==> src/rtl/pipe_hazard_if.sv <==
// Hazard-control signal bundle between the pipeline datapath and pipe_hazard_ctrl.
// The slave side is the controller; the master side is whatever drives the pipeline.
interface pipe_hazard_if;
    logic [4:0]  id_rs_i;
    logic [4:0]  id_rt_i;
    logic        id_uses_rt_i;
    logic        ex_memread_i;
    logic [4:0]  ex_rt_i;
    logic        ex_valid_i;
    logic        branch_taken_i;
    logic        dmem_req_i;
    logic        dmem_ack_i;
    logic        halt_clr_i;
    logic        pc_write_o;
    logic        if_id_write_o;
    logic        if_id_flush_o;
    logic        id_ex_enable_o;
    logic        pipe_hold_o;
    logic        err_o;
    logic [1:0]  state_o;
    logic [15:0] stall_cnt_o;
    logic [15:0] flush_cnt_o;

    modport slave (
        input  id_rs_i, id_rt_i, id_uses_rt_i, ex_memread_i, ex_rt_i, ex_valid_i,
               branch_taken_i, dmem_req_i, dmem_ack_i, halt_clr_i,
        output pc_write_o, if_id_write_o, if_id_flush_o, id_ex_enable_o,
               pipe_hold_o, err_o, state_o, stall_cnt_o, flush_cnt_o
    );

    modport master (
        output id_rs_i, id_rt_i, id_uses_rt_i, ex_memread_i, ex_rt_i, ex_valid_i,
               branch_taken_i, dmem_req_i, dmem_ack_i, halt_clr_i,
        input  pc_write_o, if_id_write_o, if_id_flush_o, id_ex_enable_o,
               pipe_hold_o, err_o, state_o, stall_cnt_o, flush_cnt_o
    );
endinterface

==> src/rtl/pipe_hazard_ctrl.sv <==
// Hazard controller for a 5-stage pipeline: memory-wait hold, branch flush and
// load-use bubble insertion, plus a memory-timeout FSM and event counters.
module pipe_hazard_ctrl #(
    parameter int unsigned MEM_TIMEOUT = 15
) (
    input  logic         clk_i,
    input  logic         rst_n,
    pipe_hazard_if.slave hz
);

    typedef enum logic [1:0] {
        S_RUN      = 2'd0,
        S_MEM_WAIT = 2'd1,
        S_HALT     = 2'd2
    } state_t;

    localparam logic [7:0] TIMEOUT = 8'(MEM_TIMEOUT);

    state_t      r_state;
    state_t      w_state_nxt;
    logic [7:0]  r_wait_cnt;
    logic [7:0]  w_wait_cnt_nxt;
    logic        r_err;
    logic        w_err_nxt;
    logic [15:0] r_stall_cnt;
    logic [15:0] r_flush_cnt;

    logic        w_mem_stall;
    logic        w_hold;
    logic        w_rt_hit;
    logic        w_lu;
    logic        w_flush_ev;
    logic        w_stall_ev;

    function automatic logic [15:0] sat_inc(input logic [15:0] v);
        return (v == 16'hFFFF) ? v : v + 16'd1;
    endfunction

    // An outstanding access without ack freezes everything; HALT ignores dmem entirely.
    always_comb begin
        w_mem_stall = hz.dmem_req_i & ~hz.dmem_ack_i & (r_state != S_HALT);
        w_hold      = (r_state == S_HALT) | w_mem_stall;
        w_rt_hit    = (hz.ex_rt_i == hz.id_rs_i) |
                      (hz.id_uses_rt_i & (hz.ex_rt_i == hz.id_rt_i));
        w_lu        = hz.ex_memread_i & hz.ex_valid_i & (hz.ex_rt_i != 5'd0) & w_rt_hit;
        w_flush_ev  = ~w_hold & hz.branch_taken_i;
        w_stall_ev  = ~w_hold & ~hz.branch_taken_i & w_lu;
    end

    always_comb begin
        hz.pc_write_o     = 1'b1;
        hz.if_id_write_o  = 1'b1;
        hz.if_id_flush_o  = 1'b0;
        hz.id_ex_enable_o = 1'b1;
        hz.pipe_hold_o    = 1'b0;
        if (w_hold) begin
            hz.pc_write_o     = 1'b0;
            hz.if_id_write_o  = 1'b0;
            hz.pipe_hold_o    = 1'b1;
        end else if (hz.branch_taken_i) begin
            hz.if_id_flush_o  = 1'b1;
            hz.id_ex_enable_o = 1'b0;
        end else if (w_lu) begin
            hz.pc_write_o     = 1'b0;
            hz.if_id_write_o  = 1'b0;
            hz.id_ex_enable_o = 1'b0;
        end
    end

    always_comb begin
        w_state_nxt    = r_state;
        w_wait_cnt_nxt = r_wait_cnt;
        w_err_nxt      = r_err;
        case (r_state)
            S_RUN: begin
                if (hz.dmem_req_i & ~hz.dmem_ack_i) begin
                    w_state_nxt    = S_MEM_WAIT;
                    w_wait_cnt_nxt = 8'd1;
                end
            end
            S_MEM_WAIT: begin
                if (hz.dmem_ack_i) begin
                    w_state_nxt    = S_RUN;
                    w_wait_cnt_nxt = 8'd0;
                end else if (r_wait_cnt == TIMEOUT) begin
                    w_state_nxt    = S_HALT;
                    w_err_nxt      = 1'b1;
                end else begin
                    w_wait_cnt_nxt = r_wait_cnt + 8'd1;
                end
            end
            S_HALT: begin
                if (hz.halt_clr_i) begin
                    w_state_nxt    = S_RUN;
                    w_wait_cnt_nxt = 8'd0;
                    w_err_nxt      = 1'b0;
                end
            end
            default: begin
                w_state_nxt    = S_RUN;
                w_wait_cnt_nxt = 8'd0;
            end
        endcase
    end

    always_ff @(posedge clk_i or negedge rst_n) begin
        if (!rst_n) begin
            r_state    <= S_RUN;
            r_wait_cnt <= 8'd0;
            r_err      <= 1'b0;
        end else begin
            r_state    <= w_state_nxt;
            r_wait_cnt <= w_wait_cnt_nxt;
            r_err      <= w_err_nxt;
        end
    end

    // Only events that actually took effect are counted; both saturate.
    always_ff @(posedge clk_i or negedge rst_n) begin
        if (!rst_n) begin
            r_stall_cnt <= 16'd0;
            r_flush_cnt <= 16'd0;
        end else begin
            if (w_stall_ev) r_stall_cnt <= sat_inc(r_stall_cnt);
            if (w_flush_ev) r_flush_cnt <= sat_inc(r_flush_cnt);
        end
    end

    assign hz.err_o       = r_err;
    assign hz.state_o     = r_state;
    assign hz.stall_cnt_o = r_stall_cnt;
    assign hz.flush_cnt_o = r_flush_cnt;

endmodule
==> src/flat_wrapper.sv <==
// flat-port wrapper written by rule: the top's interface ports become plain ports
module pipe_hazard_ctrl_flat 
#(
    parameter int unsigned MEM_TIMEOUT = 15
)
  (clk_i, rst_n, hz_id_rs_i, hz_id_rt_i, hz_id_uses_rt_i, hz_ex_memread_i, hz_ex_rt_i, hz_ex_valid_i, hz_branch_taken_i, hz_dmem_req_i, hz_dmem_ack_i, hz_halt_clr_i, hz_pc_write_o, hz_if_id_write_o, hz_if_id_flush_o, hz_id_ex_enable_o, hz_pipe_hold_o, hz_err_o, hz_state_o, hz_stall_cnt_o, hz_flush_cnt_o);
  pipe_hazard_if hz_i ();
  input  logic clk_i;
  input  logic rst_n;
  input wire logic [$bits(hz_i.id_rs_i)-1:0] hz_id_rs_i;
  input wire logic [$bits(hz_i.id_rt_i)-1:0] hz_id_rt_i;
  input wire logic [$bits(hz_i.id_uses_rt_i)-1:0] hz_id_uses_rt_i;
  input wire logic [$bits(hz_i.ex_memread_i)-1:0] hz_ex_memread_i;
  input wire logic [$bits(hz_i.ex_rt_i)-1:0] hz_ex_rt_i;
  input wire logic [$bits(hz_i.ex_valid_i)-1:0] hz_ex_valid_i;
  input wire logic [$bits(hz_i.branch_taken_i)-1:0] hz_branch_taken_i;
  input wire logic [$bits(hz_i.dmem_req_i)-1:0] hz_dmem_req_i;
  input wire logic [$bits(hz_i.dmem_ack_i)-1:0] hz_dmem_ack_i;
  input wire logic [$bits(hz_i.halt_clr_i)-1:0] hz_halt_clr_i;
  output wire logic [$bits(hz_i.pc_write_o)-1:0] hz_pc_write_o;
  output wire logic [$bits(hz_i.if_id_write_o)-1:0] hz_if_id_write_o;
  output wire logic [$bits(hz_i.if_id_flush_o)-1:0] hz_if_id_flush_o;
  output wire logic [$bits(hz_i.id_ex_enable_o)-1:0] hz_id_ex_enable_o;
  output wire logic [$bits(hz_i.pipe_hold_o)-1:0] hz_pipe_hold_o;
  output wire logic [$bits(hz_i.err_o)-1:0] hz_err_o;
  output wire logic [$bits(hz_i.state_o)-1:0] hz_state_o;
  output wire logic [$bits(hz_i.stall_cnt_o)-1:0] hz_stall_cnt_o;
  output wire logic [$bits(hz_i.flush_cnt_o)-1:0] hz_flush_cnt_o;
  assign hz_i.id_rs_i = hz_id_rs_i;
  assign hz_i.id_rt_i = hz_id_rt_i;
  assign hz_i.id_uses_rt_i = hz_id_uses_rt_i;
  assign hz_i.ex_memread_i = hz_ex_memread_i;
  assign hz_i.ex_rt_i = hz_ex_rt_i;
  assign hz_i.ex_valid_i = hz_ex_valid_i;
  assign hz_i.branch_taken_i = hz_branch_taken_i;
  assign hz_i.dmem_req_i = hz_dmem_req_i;
  assign hz_i.dmem_ack_i = hz_dmem_ack_i;
  assign hz_i.halt_clr_i = hz_halt_clr_i;
  assign hz_pc_write_o = hz_i.pc_write_o;
  assign hz_if_id_write_o = hz_i.if_id_write_o;
  assign hz_if_id_flush_o = hz_i.if_id_flush_o;
  assign hz_id_ex_enable_o = hz_i.id_ex_enable_o;
  assign hz_pipe_hold_o = hz_i.pipe_hold_o;
  assign hz_err_o = hz_i.err_o;
  assign hz_state_o = hz_i.state_o;
  assign hz_stall_cnt_o = hz_i.stall_cnt_o;
  assign hz_flush_cnt_o = hz_i.flush_cnt_o;
  pipe_hazard_ctrl #(.MEM_TIMEOUT(MEM_TIMEOUT)) u_core (.clk_i(clk_i), .rst_n(rst_n), .hz(hz_i));
endmodule
==> config.mk <==
export PLATFORM = sky130hd
export DESIGN_NAME = pipe_hazard_ctrl_flat
export DESIGN_NICKNAME = d
export VERILOG_FILES = /design/src/rtl/pipe_hazard_if.sv /design/src/rtl/pipe_hazard_ctrl.sv /design/src/flat_wrapper.sv
export SDC_FILE = /design/constraint.sdc
export NUM_CORES = 1
export LEC_CHECK = 0
export ABC_AREA = 1
export BUFFER_PORTS_ARGS = -buffer_cell sky130_fd_sc_hd__buf_4
export CORE_UTILIZATION = 45
export DETAILED_ROUTE_END_ITERATION = 6
export GPL_ROUTABILITY_DRIVEN = 0
export GPL_TIMING_DRIVEN = 0
export PLACE_DENSITY = 0.66
export SETUP_SLACK_MARGIN = 0.15
export SLEW_MARGIN = 5
export SYNTH_ARGS = -nofsm -noshare
export SYNTH_HDL_FRONTEND = slang
export SYNTH_SLANG_ARGS = --single-unit
==> constraint.sdc <==
create_clock -name clk_i -period 2.3 [get_ports clk_i]
set_clock_uncertainty 0.15 [all_clocks]
set_input_delay 0.345 -clock clk_i [delete_from_list [all_inputs] [get_ports clk_i]]
set_output_delay 0.345 -clock clk_i [all_outputs]
set_load 0.01 [all_outputs]
==> out/results.txt <==
status: finished, final reports clean
share of cells above drive strength 1: 21.44%
arrival time at the worst endpoint: 1.53 ns
via/cell ratio: 4.880
Inserted Diodes: 0
Post-Syn Nets: 398
post-route ant nets: 0
Leak Pwr: 1.786 nW
vias in the first global route: 2334
synthesized cell area: 0.002688 mm^2
VDD IR-drop max: 0.3883 mV
hold endpoint: u_core.hz.err_o$_DFFE_PN0P_
H-tree levels: 2
Num Clock Sinks: 43
Most used DFF post-synth: dfrtp_1
Synth cell types: 30
total track usage: 21.33%
count leader, synth: nand2_1
worst hold stages: 2
Critical Path Start Type: register
dpl hpwl: 4661 um
Synth Warn #: 0
Layout Utilization: 59.55%
Cell Pwr Density: 649.2 mW/mm^2
Tmin final: 2.030 ns
clock latency on the worst-skew pair: 0.31 ns
Setup violations, final: 0
Max Cap Viol: 0
Seq/Total Area, Yosys: 40.04%
DRT iter0 DRCs: 91
final hold violation count: 0
Clk network pwr share: 23.4%
Worst Max-Slew Pin Slew: 0.5543 ns
largest cells by area after synthesis: dfrtp_1, nand2_1, inv_1
Post-synth EDFFs: 0
Slew Limit Fails: 0
Hold Startpoint: hz_halt_clr_i
sw power: 0.0007978 W
post-route DRC violation count: 0
Reg-to-Reg Start: u_core.hz.stall_cnt_o[0]$_DFFE_PN0P_
syn avg cell area: 7.244 um^2
worst reg2reg path depth: 8
die height: 79.28 um
flop-to-flop setup slack: 0.38 ns
drt pass-1 iters: 6
R2R Path End: u_core.hz.stall_cnt_o[7]$_DFFE_PN0P_
initial antenna violation count: 0
Clock Path Buffers: 2
I/O pin total: 64
RSZ-0062 raised after global routing: false
fmax: 492.6 MHz
area growth from synthesis to layout: 25.00%
PortBufs: 63
Starting Density: 47.64%
Root Buffer: clkbuf_8
nets@finish: 469
Crit. End Element: output port
Gate power share: 31.4%
cell taking the most area after synthesis: dfrtp_1
worst slack at placement: 0.3724 ns
Die W: 79.28 um
Post-CTS Setup Inserts: 0
Reg power frac: 45.1%
period utilization: 88.25%
CTS Buf Count: 5
final setup TNS: 0 ns
largest net degree at the start of global routing: 44
switching part of the total: 36.58%
Seq cells post-synth: 43
hold crit path type: input port to register
Synth Instances: 371
die area: 0.006285 mm^2
Reg clk slew, reported paths: 0.08 ns
Yosys top cell area share: 40.04%
Post-synth top cells: nand2_1, inv_1, dfrtp_1, nor2_1, nand3_1
Final WS setup: 0.2701 ns
vias: 2513
remaining global-route overflow: 0
Slew HR: 63.05%
first-pass GRT wire length: 10520 um
Min Hold Slack: 0.08435 ns
Core Region: 0.005642 mm^2
wire per inst: 11.79 um
asr flop ratio synth: 100.0%
final WL: 6070 um
CTS tree: done
Critical Path Fanout Max: 4
Worst Path Required: 1.80 ns
Crit Path Class: register to output port
Internal: 0.001383 W
num rows: 27
[placed cells by master, fill, tap and decap left out]
master           n
ha_1             3
a31oi_2          1
a21oi_1          4
dlygate4sd3_1    1
o21bai_1         1
o22ai_1          1
clkinvlp_4       2
nand4_2          1
nand2_2          2
clkbuf_8         5
inv_6            1
nor2_2           3
xnor2_1         10
buf_6            2
nor3_1          12
buf_4           64
o21ai_0         11
nand3b_1         4
nor2_1          37
nor3b_1          1
or2_2            1
nor2_4           2
a31oi_1          1
inv_2            5
nand4_1          8
xor2_1          18
nand2_1        125
nor3_4           1
nor3_2           1
nand3_1         22
or2_1            1
dfrtp_1         43
nand3_2          3
inv_1           45
o21ai_2          1
[cells by family (layout without fill, tap and decap cells)]
logic type               after synthesis  after routing  share of synthesized area [%]
AO/OA/AOI/OAI                         20             20                          4.097
XOR/XNOR                              28             28                          9.125
adder cells (fa/ha/maj)                3              3                          1.397
buffers and inverters                 53            125                          8.101
flip-flops                            43             43                          40.04
AND/OR/NAND/NOR                      224            224                          37.24
[power by group through the flow]
stage | Clock [W] | Combinational [W] | Sequential (W)
2_1_floorplan | 0 | 0.000351 | 0.00101
3_3_place_gp | 0 | 0.000670 | 0.000997
3_5_place_dp | 0 | 0.000689 | 0.000999
4_1_cts | 0.000527 | 0.000693 | 0.000985
5_1_grt | 0.000546 | 0.000774 | 0.00100
6_report | 0.000510 | 0.000686 | 0.000985
[metrics by stage]
stage                     std cells  total power, W  instance area (um^2)
after floorplan                 371        0.001363                  2688
after CTS                       515        0.002205                  3353
after detailed placement        506        0.001688                  3251
final                           515        0.002181                  3359
after global routing            515        0.002322                  3359
after global placement          506        0.001667                  3251
[registers in the layout, summed over array words and instances, names as in the netlist]
| signal | flops |
|---|---|
| u_core.hz.err_o | 1 |
| u_core.hz.flush_cnt_o | 16 |
| u_core.hz.stall_cnt_o | 16 |
| u_core.hz.state_o | 2 |
| u_core.r_wait_cnt | 8 |
[critical path, stage by stage (launching register included)]
cell and delay, ns:
dfrtp_1 0.40, inv_1 0.10, nand2_1 0.08, o21ai_2 0.13, inv_1 0.13, nand2_1 0.08
inv_1 0.06, buf_4 0.12, buf_4 0.13
[cell type report]
type	count	area, um^2
Buffer	3	30.03
Clock buffer	5	68.82
Sequential cell	43	1076
Fill cell	533	2282
Multi-Input combinational cell	275	1400
Tap cell	72	90.09
Inverter	50	187.7
Timing Repair Buffer	64	483.0
Clock inverter	3	23.77
[how the worst max path moves through the flow]
stage                                                    start                                     to  slack [ns]
after detailed placement  u_core.hz.stall_cnt_o[0]$_DFFE_PN0P_   u_core.hz.stall_cnt_o[7]$_DFFE_PN0P_        0.37
after global placement                           hz_ex_rt_i[1]                          hz_pc_write_o        0.40
after CTS                     u_core.hz.state_o[0]$_DFFE_PN0P_                      hz_id_ex_enable_o        0.20
after floorplan           u_core.hz.stall_cnt_o[0]$_DFFE_PN0P_   u_core.hz.stall_cnt_o[8]$_DFFE_PN0P_        0.57
final                         u_core.hz.state_o[0]$_DFFE_PN0P_                          hz_pc_write_o        0.27
after global routing      u_core.hz.stall_cnt_o[0]$_DFFE_PN0P_  u_core.hz.stall_cnt_o[14]$_DFFE_PN0P_        0.15
[what timing repair did]
action,in CTS,in global routing
resized for setup,0,1
hold endpoints to repair,43,0
hold buffers,1,0
endpoints found under the setup margin,0,1
[layer usage]
layer  track usage, %  wire, um  vias to the layer above
met5                0         0                        -
met4            6.182        72                        0
met3            4.598       244                        6
met2            35.26      2906                       57
met1            27.92      2846                     1149
li1                 -         -                     1301
Note: power is estimated with default switching activity, not from simulation.
